### src/rtl/coreriscv_axi4_id_tracker.sv
// AXI4 ID tracker: counts outstanding transactions per master ID, gates new
// requests at the per-ID limit and flags response completions that match nothing.
module coreriscv_axi4_id_tracker #(
    parameter int IN_ID_W  = 2,
    parameter int OUT_ID_W = 5,
    parameter int MAX_OUT  = 4
) (
    input  logic                clk,
    input  logic                reset,
    input  logic                io_req_valid,
    output logic                io_req_ready,
    input  logic [IN_ID_W-1:0]  io_req_in_id,
    output logic [OUT_ID_W-1:0] io_req_out_id,
    input  logic                io_resp_valid,
    input  logic                io_resp_ready,
    input  logic                io_resp_last,
    input  logic [OUT_ID_W-1:0] io_resp_out_id,
    output logic [IN_ID_W-1:0]  io_resp_in_id,
    output logic                io_resp_matches,
    output logic                io_idle,
    output logic                io_err
);

    localparam int         NUM_IDS = 1 << IN_ID_W;
    localparam logic [2:0] MAX_CNT = 3'(MAX_OUT);

    logic [2:0]         cnt_q [NUM_IDS];
    logic [2:0]         cnt_d [NUM_IDS];
    logic               err_q;
    logic               err_d;
    logic               req_fire_s;
    logic               resp_done_s;
    logic               hi_zero_s;
    logic               matches_s;
    logic               busy_s;
    logic [IN_ID_W-1:0] resp_id_s;

    assign resp_id_s   = io_resp_out_id[IN_ID_W-1:0];
    assign hi_zero_s   = (io_resp_out_id[OUT_ID_W-1:IN_ID_W] == '0);
    assign matches_s   = hi_zero_s && (cnt_q[resp_id_s] != 3'd0);
    assign req_fire_s  = io_req_valid && io_req_ready;
    assign resp_done_s = io_resp_valid && io_resp_ready && io_resp_last;

    assign io_req_ready    = (cnt_q[io_req_in_id] != MAX_CNT);
    assign io_req_out_id   = {{(OUT_ID_W-IN_ID_W){1'b0}}, io_req_in_id};
    assign io_resp_in_id   = resp_id_s;
    assign io_resp_matches = matches_s;
    assign io_idle         = ~busy_s;
    assign io_err          = err_q;

    // Any non-zero counter means work is outstanding.
    always_comb begin
        busy_s = 1'b0;
        for (int i = 0; i < NUM_IDS; i++) begin
            busy_s = busy_s | (cnt_q[i] != 3'd0);
        end
    end

    // Per-ID counter update; a simultaneous increment and decrement cancel.
    always_comb begin
        for (int i = 0; i < NUM_IDS; i++) begin
            case ({req_fire_s && (io_req_in_id == IN_ID_W'(i)),
                   resp_done_s && matches_s && (resp_id_s == IN_ID_W'(i))})
                2'b10:   cnt_d[i] = cnt_q[i] + 3'd1;
                2'b01:   cnt_d[i] = cnt_q[i] - 3'd1;
                default: cnt_d[i] = cnt_q[i];
            endcase
        end
        err_d = err_q | (resp_done_s & ~matches_s);
    end

    // State registers; the error flag is sticky until reset.
    always_ff @(posedge clk or negedge reset) begin
        if (!reset) begin
            for (int i = 0; i < NUM_IDS; i++) begin
                cnt_q[i] <= 3'd0;
            end
            err_q <= 1'b0;
        end else begin
            for (int i = 0; i < NUM_IDS; i++) begin
                cnt_q[i] <= cnt_d[i];
            end
            err_q <= err_d;
        end
    end

endmodule

### config.mk
export PLATFORM = sky130hd
export DESIGN_NAME = coreriscv_axi4_id_tracker
export DESIGN_NICKNAME = d
export VERILOG_FILES = /design/src/rtl/coreriscv_axi4_id_tracker.sv
export SDC_FILE = /design/constraint.sdc
export NUM_CORES = 1
export LEC_CHECK = 0
export ABC_CLOCK_PERIOD_IN_PS = 2400
export BUFFER_PORTS_ARGS = -buffer_cell sky130_fd_sc_hd__buf_4
export CAP_MARGIN = 10
export CELL_PAD_IN_SITES_DETAIL_PLACEMENT = 1
export CELL_PAD_IN_SITES_GLOBAL_PLACEMENT = 1
export CORE_MARGIN = 2
export CORE_UTILIZATION = 39
export DETAILED_ROUTE_END_ITERATION = 6
export HOLD_SLACK_MARGIN = 0.03
export PLACE_DENSITY_LB_ADDON = 0.1
export REMOVE_ABC_BUFFERS = 1
export SLEW_MARGIN = 20
export SYNTH_ARGS = -nofsm -noshare
export SYNTH_HDL_FRONTEND = slang
export SYNTH_SLANG_ARGS = --single-unit
### constraint.sdc
create_clock -name clk -period 2.4 [get_ports clk]
set_clock_uncertainty 0.2 [all_clocks]
set_input_delay 0.12 -clock clk [delete_from_list [all_inputs] [get_ports clk]]
set_output_delay 0.12 -clock clk [all_outputs]
set_load 0.05 [all_outputs]
==> results.yml, run 1 <==
routing:
  drtIter0Drc: 4
  remaining_drc_errors: 0
  detail_route.first_pass.iterations: 4
  totalWireLength_microns: 2150
  avgViaCountPerCell: 5.02
  wl_per_cell_microns: 14.5
  ant_nets: 0
  via_count: 743
placed_design:
  io_buffer_count: 20
  place.gp.congestion: 0.749
  dpl_cell_area_sq_um: 1080
  place_ws_ns: 0.0603
  placed_cells: 137
  dp_hpwl_microns: 1630
die:
  rows: 17
  start_util_pct: 41.8
  io-pin-count: 24
  core_area_sq_um: 2250
  dieArea_sq_um: 2830
  die_width_microns: 53.2
  die_h_microns: 53.2
yosys:
  synth-seq-cells: 13
  synth.avg_cell_area_sq_um: 10.0
  yosys.area_share.simple_pct: 18.7
  synthCells: 94
  synth_area_leaders: "dfrtp_1 (34%), fa_1 (8.5%), xor2_1 (7.4%)"
  synth_area_sq_um: 943
  synth_cell_types: 31
  synth_top_area_cell: "dfrtp_1"
  yosys-top-cells-count: "dfrtp_1 (13), inv_1 (13), nor2_1 (9), xor2_1 (8), buf_4 (7)"
  synthMuxAreaShare_pct: 4.24
  synth_top_area_share_pct: 34.5
  yosysSeqAreaShare_pct: 34.5
  synth_xor_area_share_pct: 11.1
  yosys.area_share.adder_pct: 13.8
  synth_flop_cell: "dfrtp_1"
  synth_compound_area_share_pct: 6.50
  synth_top_family_by_area: "simple AND/OR/NAND/NOR gates"
  synth_edf_count: 0
  ys_async_sr_fraction_pct: 100
  synth-warning-count: 0
power:
  share_comb_of_total_power_pct: 45.4
  p_switching_uw: 465
  p_leak_uw: 0.000569
  pwr_density_cell_nw_per_um2: 885
  peakVddDrop_v: 0.000421
  p_sw_share_pct: 43.1
  p_clk_share_pct: 12.6
  seqPwrFrac_pct: 42.1
  p_int_uw: 615
cts:
  ctsLongestPathBuffers: 2
  cts_root_buf: "clkbuf_4"
  cts_made_buffers: 3
  cts_tree: "done"
  clkLatencyLatePin_ns: 0.27
  cts_num_sinks: 13
  cts_max_level: 1
  cts.clk_slew.worst_paths_ns: 0.08
worst_setup_path:
  slowest_delay_ns: 0.50
  cp_data_arrival_time_ns: 2.25
  required_ns: 2.36
  worst_path_max_delay_cell: "or4b_1"
  critPathMostFrequentCell: "xor2_1"
  critPathKind: "reg -> reg"
  cp-end-kind: "register"
  cp_max_fo: 3
  crit_chain: "nor3b_2, or4b_1, ha_2, inv_2, fa_2, xor2_1, nor2_1, xor2_1"
  worstSetupStartpointType: "register"
grt:
  grt_pass1_wl_microns: 3530
  grt_usage_pct: 17.4
  antenna_found_initial: 0
  grt_pass1_vias: 826
  grt_overflow_total: 0
  grt_max_degree: 14
cells_and_area:
  multi_input_area_sq_um: 569
  drive_above_1_share_pct: 40.0
  diodes: 0
  regArea_sq_um: 329
  syn2layout_area_growth_pct: 29.4
  fillCellCount: 274
  fin_area_sq_um: 1220
  finalNetCount: 142
  final_cells: 148
timing:
  fmax_mhz: 437
  hold_viol: 0
  setup_slack_ns: 0.111
  rsz0062_at_grt: "yes"
  layout_min_cycle_time_ns: 2.29
  final_max_slew_viol_count: 0
  min_period_over_period_pct: 95.4
  setup_violations: 0
  worst_pin_slew_ns: 0.618
  slew_headroom_pct: 58.7
job:
  maxCapViolations: 0
worst_hold_path:
  hold_path.class: "in -> reg"
status:
  run_status: "completed"
## state kept, by name, summed over array words and instances (netlist names)
register  cells
io_err        1
cnt_q        12
## kinds of logic (layout without fill, tap and decap cells)
logic type      count (synthesis)  count (layout)
flops                          13              13
other cells                     1               3
fa+ha+maj                       8               8
xor+xnor                       12              12
simple gates                   28              28
compound gates                  8               8
mux                             4               4
buf+inv                        20              44
## layout by cell type (no fill, tap or decap), types with 4 or more instances in the layout
master,instances
buf_4,23
dfrtp_1,10
dlygate4sd3_1,4
fa_2,4
ha_2,4
inv_1,10
mux2i_1,4
nor2_1,8
xnor2_1,4
xor2_1,8
## critical path: cells and delay by family (launching register included)
kind / cells / cell delay [ns]
xor+xnor: 2 / 0.31
fa+ha+maj: 2 / 0.41
buf+inv: 1 / 0.05
flops: 1 / 0.44
simple gates: 3 / 0.75
## metrics by stage
stage          hold WS (ns)  setup TNS, ns  total power [uW]  util, %
6_report             0.0408              0              1080     54.2
5_1_grt              0.0376         -0.113              1180     54.2
3_3_place_gp         -0.223              0               841     48.1
2_1_floorplan        -0.376              0               724        -
4_1_cts              0.0341              0              1020     51.0
3_5_place_dp         -0.221              0               868     48.1
## worst paths after layout
kind,start,endpoint,slack (ns),cells past startpoint
max in group asynchronous,reset,cnt_q[9]$_DFFE_PN0P_,0.83,3
worst min register to register,io_err$_DFF_PN0_,io_err$_DFF_PN0_,0.27,1
min in group asynchronous,reset,cnt_q[11]$_DFFE_PN0P_,0.74,3
worst max register to register,cnt_q[11]$_DFFE_PN0P_,cnt_q[11]$_DFFE_PN0P_,0.11,8
worst min-delay path,io_resp_ready,io_err$_DFF_PN0_,0.04,3
worst max-delay path,cnt_q[11]$_DFFE_PN0P_,cnt_q[11]$_DFFE_PN0P_,0.11,8
## cell type report
class / instances / area share [%]
sequential: 13 / 26.9
multi-input combinational: 63 / 46.6
timing repair buffer: 27 / 17.4
inverter: 13 / 4.00
tap: 28 / 2.87
clock buffer: 4 / 2.15
## layer usage
layer  global-route usage [%]  routed length (microns)  vias to the layer above
met4                     6.41                        9                        0
met5                        0                        0                        -
li1                         -                        -                      352
met1                     21.7                      963                      366
met3                     3.11                      134                        2
met2                     29.6                     1040                       23
## power groups by stage
| stage | Combinational [uW] | Sequential [uW] | Clock (uW) |
|---|---|---|---|
| 6_report | 490 | 454 | 136 |
| 5_1_grt | 553 | 472 | 155 |
| 4_1_cts | 453 | 425 | 141 |
| 3_5_place_dp | 441 | 427 | 0 |
| 3_3_place_gp | 415 | 426 | 0 |
| 2_1_floorplan | 319 | 405 | 0 |
## what timing repair did
item / CTS / global route
hold buffers: 4 / 0
endpoints found under the hold margin: 14 / 0
gates resized for setup: 0 / 19
setup buffers: 0 / 3
setup endpoints to repair: 0 / 8
(Power assumes the default switching activity.)
==> run 2, diff against run 1 <==
--- a/config.mk
+++ b/config.mk
@@ -16,6 +16,7 @@
 export HOLD_SLACK_MARGIN = 0.03
 export PLACE_DENSITY_LB_ADDON = 0.1
 export REMOVE_ABC_BUFFERS = 1
+export SETUP_SLACK_MARGIN = 0.2
 export SLEW_MARGIN = 20
 export SYNTH_ARGS = -nofsm -noshare
 export SYNTH_HDL_FRONTEND = slang
==> run 2 against run 1 <==
Effect of this change:
- register-to-register slack about the same
- routed wire length increased by 6.6%
- combinational power increased by 18%
- sequential share of layout area decreased by 0.83 points
- highest routed layer unchanged
- cell count increased by 3.4%
- via count increased by 5.0%
- maximum frequency decreased by 0.61%
- die area unchanged
- utilization increased by 1.5 points
- design area increased by 2.8%
==> results.yml, run 2 (synthesis results as in run 1) <==
worst_setup_path:
  required_ns: 2.36
  endpoint: "cnt_q[11]$_DFFE_PN0P_"
  worst_path_max_delay_cell: "or4b_1"
  slowest_delay_ns: 0.50
  crit_family: "simple AND/OR/NAND/NOR gates"
  path_buf_inv: 1
  crit_chain: "nor3b_2, or4b_1, ha_2, inv_2, fa_2, xor2_1, nor2_1, xor2_1"
  cp_data_arrival_time_ns: 2.26
  worstSetupStartpointType: "register"
  cp_max_fo: 3
  crit_start: "cnt_q[11]$_DFFE_PN0P_"
  crit_cells: 8
  r2r-end: "cnt_q[11]$_DFFE_PN0P_"
  reg2reg_slack_ns: 0.1
  cp-end-kind: "register"
  critPathMostFrequentCell: "xor2_1"
  worstReg2RegStart: "cnt_q[11]$_DFFE_PN0P_"
  ff2ff_path_depth: 8
  critPathKind: "reg -> reg"
die:
  die_h_microns: 53.2
  io-pin-count: 24
  core_area_sq_um: 2250
  start_util_pct: 41.8
  dieArea_sq_um: 2830
  rows: 17
  die_width_microns: 53.2
cells_and_area:
  fin_util_pct: 55.7
  finalNetCount: 147
  largest_reg_flops: 12
  regArea_sq_um: 328
  syn2layout_area_growth_pct: 33.0
  top_register: "cnt_q"
  most-common-layout-cells: "buf_4 (29), dfrtp_1 (11), inv_1 (10)"
  multi_input_area_sq_um: 569
  diodes: 0
  mostFrequentLayoutCell: "buf_4"
  fillCellCount: 272
  drive_above_1_share_pct: 42.4
timing:
  holdWs_ns: 0.0449
  rsz0062_at_grt: "yes"
  min_period_over_period_pct: 96.0
  layout_min_cycle_time_ns: 2.30
  fmax_mhz: 434
  slew_headroom_pct: 57.2
  hold_viol: 0
  final_max_slew_viol_count: 0
  setup_violations: 0
  worst_pin_slew_ns: 0.640
cts:
  ctsLongestPathBuffers: 2
  cts_max_level: 1
  cts_root_buf: "clkbuf_4"
  cts_num_sinks: 13
  clkLatencyLatePin_ns: 0.27
  cts_made_buffers: 3
  cts.clk_slew.worst_paths_ns: 0.08
  cts_tree: "done"
power:
  p_leak_uw: 0.000597
  peakVddDrop_v: 0.000416
  finalPower_uw: 1140
  pwr_density_cell_nw_per_um2: 912
placed_design:
  place.gp.congestion: 0.749
  io_buffer_count: 20
  dp_hpwl_microns: 1630
job:
  maxCapViolations: 0
routing:
  totalWireLength_microns: 2290
  via_count: 780
  wl_per_cell_microns: 14.9
  avgViaCountPerCell: 5.10
  ant_nets: 0
  detail_route.first_pass.iterations: 4
  remaining_drc_errors: 0
  drtIter0Drc: 9
grt:
  grt_pass1_wl_microns: 3860
  antenna_found_initial: 0
  grt_max_degree: 14
  grt_pass1_vias: 867
  grt_usage_pct: 19.0
  grt_overflow_total: 0
worst_hold_path:
  hold_path.class: "in -> reg"
status:
  run_status: "completed"
[run 2: layout make-up]
| type | count | area share (%) |
|---|---|---|
| sequential | 13 | 26.1 |
| clock buffer | 4 | 2.09 |
| tap | 28 | 2.79 |
| multi-input combinational | 63 | 45.4 |
| timing repair buffer | 32 | 19.7 |
| inverter | 13 | 3.89 |
[run 2: timing repair]
item	in CTS	in global routing
hold buffers	3	0
pin swaps	16	4
buffers inserted	8	1
endpoints found under the setup margin	8	8
cloned	0	0
resized for setup	13	4
endpoints found under the hold margin	14	0
[run 2: worst register-to-register path, cell delays in order, from the launching register on]
cell and delay, ns:
dfrtp_1 0.43, nor3b_2 0.19, or4b_1 0.50, ha_2 0.23
inv_2 0.06, fa_2 0.19, xor2_1 0.17, nor2_1 0.08
xor2_1 0.15
[run 2: per-stage QoR]
step                      setup slack [ns]  setup TNS, ns  cells  instance area (sq um)
final                               0.0972              0    153                   1250
after floorplan                      0.282              0     89                    898
after global routing               -0.0388        -0.0820    153                   1250
after detailed placement            0.0603              0    137                   1080
after CTS                            0.128              0    152                   1230
after global placement              0.0839              0    137                   1080
[run 2: metal layers]
metal,global-route usage [%],routed length [microns]
met1,23.5,1010
met2,33.1,1140
met4,6.41,9
met5,0,0
met3,3.11,131
[run 2: worst min path at each step]
stage / slack [ns] / cells past startpoint / startpoint / end
2_1_floorplan: -0.38 / 0 / reset / cnt_q[0]$_DFFE_PN0P_
5_1_grt: 0.04 / 3 / io_resp_ready / io_err$_DFF_PN0_
3_5_place_dp: -0.22 / 1 / reset / cnt_q[9]$_DFFE_PN0P_
6_report: 0.04 / 3 / io_resp_ready / io_err$_DFF_PN0_
4_1_cts: 0.03 / 3 / io_resp_ready / io_err$_DFF_PN0_
3_3_place_gp: -0.22 / 1 / reset / cnt_q[10]$_DFFE_PN0P_
[run 2: report_power, final]
part	switching, uW	total [uW]	internal, uW
logic	304	576	271
registers	104	431	327
clock network	73.6	138	64.4
total	482	1140	663
